--- config.mk ---
export PLATFORM = sky130hd
export DESIGN_NAME = multdiv_ctrl
export DESIGN_NICKNAME = d
export VERILOG_FILES = /design/src/rtl/multdiv_pkg.sv /design/src/rtl/multdiv_timeout_counter.sv /design/src/rtl/register_Nbit.sv /design/src/rtl/multdiv_ctrl.sv
export SDC_FILE = /design/constraint.sdc
export NUM_CORES = 1
export LEC_CHECK = 0
export ABC_AREA = 0
export ABC_CLOCK_PERIOD_IN_PS = 5320
export BUFFER_PORTS_ARGS = -buffer_cell sky130_fd_sc_hd__buf_2
export CELL_PAD_IN_SITES_DETAIL_PLACEMENT = 1
export CELL_PAD_IN_SITES_GLOBAL_PLACEMENT = 1
export CORE_MARGIN = 2
export CORE_UTILIZATION = 34
export DETAILED_ROUTE_END_ITERATION = 10
export PLACE_DENSITY = 0.84
export SETUP_SLACK_MARGIN = 0.4
export SLEW_MARGIN = 10
export SYNTH_ARGS = -nofsm -noshare
export SYNTH_HDL_FRONTEND = slang
export SYNTH_SLANG_ARGS = --single-unit
--- constraint.sdc ---
create_clock -name clock -period 5.32 [get_ports clock]
set_input_delay 1.064 -clock clock [delete_from_list [all_inputs] [get_ports clock]]
set_output_delay 1.064 -clock clock [all_outputs]
set_load 0.03 [all_outputs]
--- src/rtl/multdiv_pkg.sv ---
// Shared encodings and defaults for the multiply/divide sequencer.
package multdiv_pkg;

    typedef enum logic [1:0] {
        ST_IDLE  = 2'd0,
        ST_START = 2'd1,
        ST_WAIT  = 2'd2,
        ST_DONE  = 2'd3
    } state_e;

    localparam logic OP_MULT = 1'b0;
    localparam logic OP_DIV  = 1'b1;

    localparam int TIMEOUT_DEFAULT = 40;
    // The timeout counter is 6 bits wide, so TIMEOUT must not exceed 64.
    localparam int CNT_BITS        = 6;

endpackage

--- src/rtl/multdiv_timeout_counter.sv ---
// Counts WAIT cycles and flags when the unit has had its full time budget.
module multdiv_timeout_counter
    import multdiv_pkg::*;
#(
    parameter int TIMEOUT = TIMEOUT_DEFAULT
) (
    input  logic clock,
    input  logic reset,
    input  logic clr,
    input  logic en,
    output logic expired
);

    logic [CNT_BITS-1:0] count_q, count_d;

    // Clear has priority over counting so START always restarts from zero.
    always_comb begin
        count_d = clr ? '0 : count_q + CNT_BITS'(1);
    end

    register_Nbit #(.N(CNT_BITS)) u_count (
        .clock (clock),
        .reset (reset),
        .en    (clr | en),
        .d     (count_d),
        .q     (count_q)
    );

    assign expired = (count_q == CNT_BITS'(TIMEOUT - 1));

endmodule

--- src/rtl/register_Nbit.sv ---
// Generic N-bit register with synchronous active-high reset and load enable.
module register_Nbit #(
    parameter int N = 6
) (
    input  logic         clock,
    input  logic         reset,
    input  logic         en,
    input  logic [N-1:0] d,
    output logic [N-1:0] q
);

    logic [N-1:0] data_q, data_d;

    // Hold the current value unless a load is requested.
    always_comb begin
        data_d = en ? d : data_q;
    end

    // State register; reset is sampled on the clock edge.
    always_ff @(posedge clock) begin
        if (reset) data_q <= '0;
        else       data_q <= data_d;
    end

    assign q = data_q;

endmodule

--- src/rtl/multdiv_ctrl.sv ---
// Sequences one MULT/DIV request through the shared units: latch operands,
// pulse start, wait for ready (with timeout), and write back with its tag.
module multdiv_ctrl
    import multdiv_pkg::*;
#(
    parameter int WIDTH   = 32,
    parameter int RD_BITS = 5,
    parameter int TIMEOUT = TIMEOUT_DEFAULT
) (
    input  logic               clock,
    input  logic               reset,
    input  logic               req_valid,
    input  logic               req_op,
    input  logic [WIDTH-1:0]   req_a,
    input  logic [WIDTH-1:0]   req_b,
    input  logic [RD_BITS-1:0] req_rd,
    input  logic               flush,
    output logic [WIDTH-1:0]   unit_operandA,
    output logic [WIDTH-1:0]   unit_operandB,
    output logic               unit_ctrl_MULT,
    output logic               unit_ctrl_DIV,
    input  logic [WIDTH-1:0]   unit_result,
    input  logic               unit_exception,
    input  logic               unit_resultRDY,
    output logic               unit_sel,
    output logic               stall,
    output logic               busy,
    output logic               wb_valid,
    output logic [WIDTH-1:0]   wb_data,
    output logic [RD_BITS-1:0] wb_rd,
    output logic               wb_exception
);

    state_e             state_q, state_d;
    logic               op_q, op_d;
    logic [WIDTH-1:0]   a_q, a_d;
    logic [WIDTH-1:0]   b_q, b_d;
    logic [RD_BITS-1:0] rd_q, rd_d;
    logic [WIDTH-1:0]   data_q, data_d;
    logic               exc_q, exc_d;
    logic               cnt_clr, cnt_en, expired;

    multdiv_timeout_counter #(.TIMEOUT(TIMEOUT)) u_timeout (
        .clock   (clock),
        .reset   (reset),
        .clr     (cnt_clr),
        .en      (cnt_en),
        .expired (expired)
    );

    // Next-state and datapath-latch logic.
    always_comb begin
        // NOTE: every signal gets a default first so no path leaves one unassigned, which would infer a latch.
        state_d = state_q;
        op_d    = op_q;
        a_d     = a_q;
        b_d     = b_q;
        rd_d    = rd_q;
        data_d  = data_q;
        exc_d   = exc_q;
        cnt_clr = 1'b0;
        cnt_en  = 1'b0;

        case (state_q)
            ST_IDLE, ST_DONE: begin
                state_d = ST_IDLE;
                if (req_valid && !flush) begin
                    op_d = req_op;
                    a_d  = req_a;
                    b_d  = req_b;
                    rd_d = req_rd;
                    // Divide-by-zero is resolved here; the divider is never started.
                    if (req_op == OP_DIV && req_b == '0) begin
                        state_d = ST_DONE;
                        data_d  = '0;
                        exc_d   = 1'b1;
                    end else begin
                        state_d = ST_START;
                    end
                end
            end
            ST_START: begin
                // Ready is ignored here: the unit counters free-run and may be stale.
                cnt_clr = 1'b1;
                state_d = flush ? ST_IDLE : ST_WAIT;
            end
            ST_WAIT: begin
                cnt_en = 1'b1;
                if (flush) begin
                    state_d = ST_IDLE;
                end else if (unit_resultRDY) begin
                    state_d = ST_DONE;
                    data_d  = unit_result;
                    exc_d   = unit_exception;
                end else if (expired) begin
                    state_d = ST_DONE;
                    data_d  = '0;
                    exc_d   = 1'b1;
                end
            end
            default: state_d = ST_IDLE;
        endcase
    end

    // State and latch registers with synchronous reset.
    always_ff @(posedge clock) begin
        // NOTE: sequential state uses non-blocking assignments so every flop samples pre-edge values.
        if (reset) begin
            state_q <= ST_IDLE;
            op_q    <= OP_MULT;
            a_q     <= '0;
            b_q     <= '0;
            rd_q    <= '0;
            data_q  <= '0;
            exc_q   <= 1'b0;
        end else begin
            state_q <= state_d;
            op_q    <= op_d;
            a_q     <= a_d;
            b_q     <= b_d;
            rd_q    <= rd_d;
            data_q  <= data_d;
            exc_q   <= exc_d;
        end
    end

    // Reset dominates the decoded outputs even during the reset cycle itself.
    assign unit_ctrl_MULT = !reset && (state_q == ST_START) && (op_q == OP_MULT);
    assign unit_ctrl_DIV  = !reset && (state_q == ST_START) && (op_q == OP_DIV);
    assign stall          = !reset && (((state_q == ST_IDLE) && req_valid) ||
                                       (state_q == ST_START) || (state_q == ST_WAIT));
    assign busy           = (state_q != ST_IDLE);
    assign wb_valid       = !reset && (state_q == ST_DONE) && !flush;
    assign unit_operandA  = a_q;
    assign unit_operandB  = b_q;
    assign unit_sel       = op_q;
    assign wb_data        = data_q;
    assign wb_rd          = rd_q;
    assign wb_exception   = exc_q;

endmodule

==> Word-level counts from Yosys, hierarchy flattened <==
Cells that the tools add are included.
{ "classes": {"magnitude_cmp": 0, "shifts": 0, "div": 0, "multipliers": 0, "n_mux": 22, "bitwise": 2, "reduce_logical": 20, "eq_ne": 9, "addsub": 1} }
{ "ops": {"columns": ["cell", "count"], "rows": [
  ["$mux 32", 5],
  ["$pmux 32 s2", 1],
  ["$logic_not 32->1", 1],
  ["$mux 2", 6],
  ["$logic_and 1x1->1", 9],
  ["$mux 1", 7],
  ["$add 6x1->6 const B", 1],
  ["$eq 6x6->1 const B", 1],
  ["$mux 6", 1],
  ["$ne 2x2->1 const B", 3],
  ["$pmux 2 s3", 1],
  ["$reduce_and 5->1", 1],
  ["$eq 2x2->1 const B", 2],
  ["$ne 4x4->1 const B", 1],
  ["$reduce_bool 2->1", 2],
  ["$ne 3x3->1 const B", 1],
  ["$eq 2x1->1 const B", 1],
  ["$logic_not 1->1", 2],
  ["$logic_not 2->1", 1],
  ["$logic_or 1x1->1", 2],
  ["$pmux 1 s2", 1],
  ["$reduce_and 2->1", 1],
  ["$reduce_or 2->1", 1],
  ["$not 1->1", 1],
  ["$or 1x1->1", 1]
]} }
{ "word_totals": {"inputBits": 108, "wordCells": 62, "latch_bits": 0, "output_inout_bits": 108, "ram_bits": 0, "register_bits": 111, "romBits": 0, "memories": 0} }

==> Logic depth before layout (Yosys ltp) <==
{ "logic_depth": {"ltp_word": 5, "ltp_mapped": 9, "mapped_depth_nobuf": 7} }

==> Cells and area by module <==
A second synthesis with hierarchy kept.
{ "hier_totals": {"cells_unflattened": 573, "area_unflattened_um2": 4903.5} }
{ "modules_own_cells": {"columns": ["module", "seq_area_each_um2", "n_inst", "cells_each", "area_per_inst_um2"], "rows": [
  ["multdiv_ctrl", 2102.0, 1, 535, 4559.4],
  ["register_Nbit", 120.1, 1, 19, 214.0],
  ["multdiv_timeout_counter", 0.0, 1, 19, 130.1]
]} }

==> Least setup slack after synthesis <==
Ideal clock, no wire load.
{ "synth_timing": {"path_type": "input-to-output", "startpoint": "in reset", "endpoint": "out unit_ctrl_MULT", "n_path_buf": 2, "cell_stages": 3, "arrival_time_ps": 2135, "required_time_ps": 4256, "path_slack_ps": 2121, "path_cell_list": "clkbuf_1 -> clkbuf_1 -> nor3b_1"} }
{ "synth_between": {"elab_chain_cells": 3} }
{ "synth_lines": {"columns": ["item", "line_no", "rtl"], "rows": [
  ["start, declared", "multdiv_ctrl.sv:11", "input logic reset,"],
  ["$logic_not 1->1", "multdiv_ctrl.sv:128", "assign unit_ctrl_MULT = !reset && (state_q == ST_START) && (op_q == OP_MULT);"],
  ["$logic_and 1x1->1 (2 in series)", "multdiv_ctrl.sv:128", null],
  ["end, declared", "multdiv_ctrl.sv:20", "output logic unit_ctrl_MULT,"]
]} }
No other way between the ends.

==> Worst setup path in the final report <==
{ "layout_timing": {"startpoint": "in reset", "endpoint": "out stall"} }
{ "layout_between": {"elab_chain_cells": 2} }
{ "layout_lines": {"columns": ["item", "line_no", "rtl"], "rows": [
  ["$logic_not 1->1", "multdiv_ctrl.sv:130", "assign stall = !reset && (((state_q == ST_IDLE) && req_valid) ||"],
  ["$logic_and 1x1->1", "multdiv_ctrl.sv:130", null],
  ["end, declared", "multdiv_ctrl.sv:26", "output logic stall,"]
]} }
No other way between the ends.

==> summary.md <==
| Metric | Value |
|---|---|
| Synth area leaders | `dfxtp_1, nand2_1, a21oi_1` |
| Vias | `~4100` |
| Cell Rows | `39` |
| Overall routing resource usage | `0.1944` |
| GPL Wtd Cong | `roughly 0.75` |
| Worst path cell trace | `buf_2 -> buf_4 -> a21oi_1 -> buf_2` |
| Die Y | `113.3 µm` |
| Global-route wire length before repair | `20000 µm` |
| Highest ir drop seen on vdd | `0.1473 mV` |
| Max Cap Viol | `0` |
| Layout Nets | `774` |
| Largest net degree at the start of global routing | `slightly below 80` |
| Post-synth ARST share | `0` |
| CP bufs+invs | `3` |
| Core Footprint | `11520 µm²` |
| CTS H-tree depth | `3` |
| Critical path endpoint category | `primary output` |
| Final core utilization | `0.4756` |
| Final hold vios | `0` |
| Finished Cell Area | `5477 µm²` |
| Slew Limit Fails | `0` |
| Slew HR | `0.2112` |
| Top_reg_cell synth | `dfxtp_1` |
| Register area | `2222 µm²` |
| CTS clk-pin slew, worst paths | `0.07 ns` |
| ANT cells | `0` |
| Biggest area consumer among synthesized cells | `dfxtp_1` |
| Io pins | `216` |
| Critical path's largest stage delay | `0.64 ns` |
| Avg Cell Area, Syn | `8.756 µm²` |
| Worst Tran Pin Value | `1.182 ns` |
| Antenna violations before repair | `0` |
| CP required | `4.26 ns` |
| Seq/Total Area, Yosys | `0.5470` |
| Drc violations | `0` |
| Worst Clk Skew | `0.003323 ns` |
| Unrepaired setup endpoints after global routing | `no` |
| DP HPWL | `9231 µm` |
| Outcome | `finished, final reports clean` |
| Vias/cell | `5.113` |
| Full die area | `12840 µm²` |
| Stages on worst setup path | `4` |
| Worst Path Max Fanout | `77` |
| Synth unique cells | `30` |
| Clock sink count | `111` |
| Area of the multi-input gates | `1685 µm²` |
| GRT Residual Overflow | `0` |
| Power Total | `1.665 mW` |
| Startpoint types | `input port` |
| Post-Place Cells | `792` |
| WL per Instance | `15.55 µm` |
| Number of enable flip-flop cells after synthesis | `0` |
| Drt first-iter violations | `238` |
| Worst EP arrival | `around 2.2 ns` |
| Worst skew pair latency | `0.34 ns` |
| CTS resizes | `0` |
| TritonCTS clock tree | `built` |
| Initial Utilization | `0.3528` |
| ANT nets after route | `0` |
| Fill cell count | `roughly 1400` |
| R2R depth | `8` |
| WL final | `approximately 13000 µm` |
| Worst path slowest cell | `buf_4` |
| Fin cells | `807` |
| Synth Instances | `around 460` |
| Tmin final | `around 3.3 ns` |
| DRT Pass-1 Iters | `5` |
| Mapped Area | `4063 µm²` |
| Worst path top cell family by delay | `buffers and inverters` |
| Clk root buf | `clkbuf_16` |
| List of most frequent post-synthesis cells | `nand2_1, dfxtp_1, a21oi_1` |
| Leakage power | `around 2.5 nW` |
| Share of cells above drive strength 1 | `0.3554` |
| Crit path kind | `in -> out` |
| Syn nets | `577` |
| IO Port Bufs | `215` |
| Hold depth | `2` |
| DIE WIDTH | `roughly 110 µm` |
| Vias in the first global route | `4154` |
| Final setup violation count | `0` |
| Setup TNS | `0 ns` |
| Num CTS Buffers | `9` |
| Power density cells | `304.0 nW/µm²` |
| Fmax | `0.3052 GHz` |
| Worst min-delay path category | `reg -> reg` |
| Post-CTS Hold Buffers | `0` |
| Flops & latches, synth | `111` |
| Critical Path Most Common Cell | `buf_2` |
| Buffer count from post-CTS setup fixing | `0` |
| YS warnings | `0` |
| Yosys top cell area share | `0.5470` |
| CTS max path bufs | `2` |
| Period utilization | `0.6159` |
| Area Growth Syn to Fin | `34.80%` |
| Placed standard-cell area | `~5200 µm²` |
| Count leader, synth | `nand2_1` |
## worst register-to-register path, cell delays in order, from the launching register on
cell	delay [ns]
dfxtp_1	0.41
inv_1	0.09
ha_1	0.42
nor3b_4	0.26
nand2_1	0.11
or3_1	0.45
o31ai_4	0.56
buf_8	0.26
a32o_1	0.19
## cells in the final DEF, fill, tap and decap left out
cell type    n
buf_2      215
nand2_1    150
dfxtp_1    111
a21oi_1     75
a32o_1      32
clkbuf_16    9
inv_1        8
nor2_1       8
nor4_1       7
ha_1         5
and3_1       4
or3_1        3
xor2_1       3
nor3_1       3
clkbuf_1     3
buf_4        3
nor3b_1      2
or4_1        2
nand3_1      2
nand4_1      2
clkinv_2     2
nor3b_4      1
nand3_2      1
and3b_1      1
a221oi_1     1
o31ai_4      1
nor2_2       1
o311a_4      1
a31oi_1      1
o32ai_1      1
xnor2_1      1
nand3b_1     1
a211oi_1     1
a22oi_1      1
o221a_2      1
buf_8        1
## cell type report
type	instances	area share
Clock buffer	12	0.04318
Clock inverter	2	0.001828
Inverter	8	0.005483
Multi-Input combinational cell	312	0.3077
Sequential cell	111	0.4058
Tap cell	143	0.03267
Timing Repair Buffer	219	0.2033
## worst paths after layout
kind                    from     endpoint  slack, ns
setup reg to reg  state_q[1]  wb_data[27]       2.51
setup / recovery       reset        stall       2.04
hold reg to reg     wb_rd[3]     wb_rd[3]       0.45
hold / removal      wb_rd[3]     wb_rd[3]       0.45
## metrics by stage
| step | setup WS, ns | hold slack, ns |
|---|---|---|
| floorplan | 2.121 | 0.4715 |
| global placement | 1.818 | 0.4393 |
| detailed placement | 1.771 | 0.4468 |
| CTS | 2.049 | 0.4564 |
| global route | 1.946 | 0.4788 |
| finish | 2.043 | 0.4545 |
## routing by layer
layer,track usage,vias up,wire (µm)
met5,0,-,0
met1,0.2172,1967,5149
li1,-,1990,-
met4,0.07642,0,219
met2,0.3409,154,6154
met3,0.06535,15,1026
## sequential cells by signal, summed over array words and instances (netlist names)
name                 count
unit_operandA           32
wb_exception             1
unit_sel                 1
state_q                  2
u_timeout.u_count.q      6
wb_data                 32
wb_rd                    5
unit_operandB           32
## power breakdown
group | total [mW] | leakage (nW) | switching (mW) | internal [mW]
sequential | 0.870 | 0.902 | 0.0131 | 0.857
combinational | 0.202 | 1.50 | 0.135 | 0.0678
clock | 0.592 | 0.122 | 0.281 | 0.312
total | 1.66 | 2.52 | 0.429 | 1.24
## logic make-up (layout without fill, tap and decap cells)
kind of cell	after synthesis	count (layout)	synth area share
AOI/OAI and AO/OA	115	115	0.1940
buffers and inverters	41	241	0.04004
DFF	111	111	0.5470
and+or+nand+nor	188	188	0.1949
adders and majority gates	5	5	0.01540
xor gates and xnor gates	4	4	0.008625
Power figures use the tool's default switching activity.
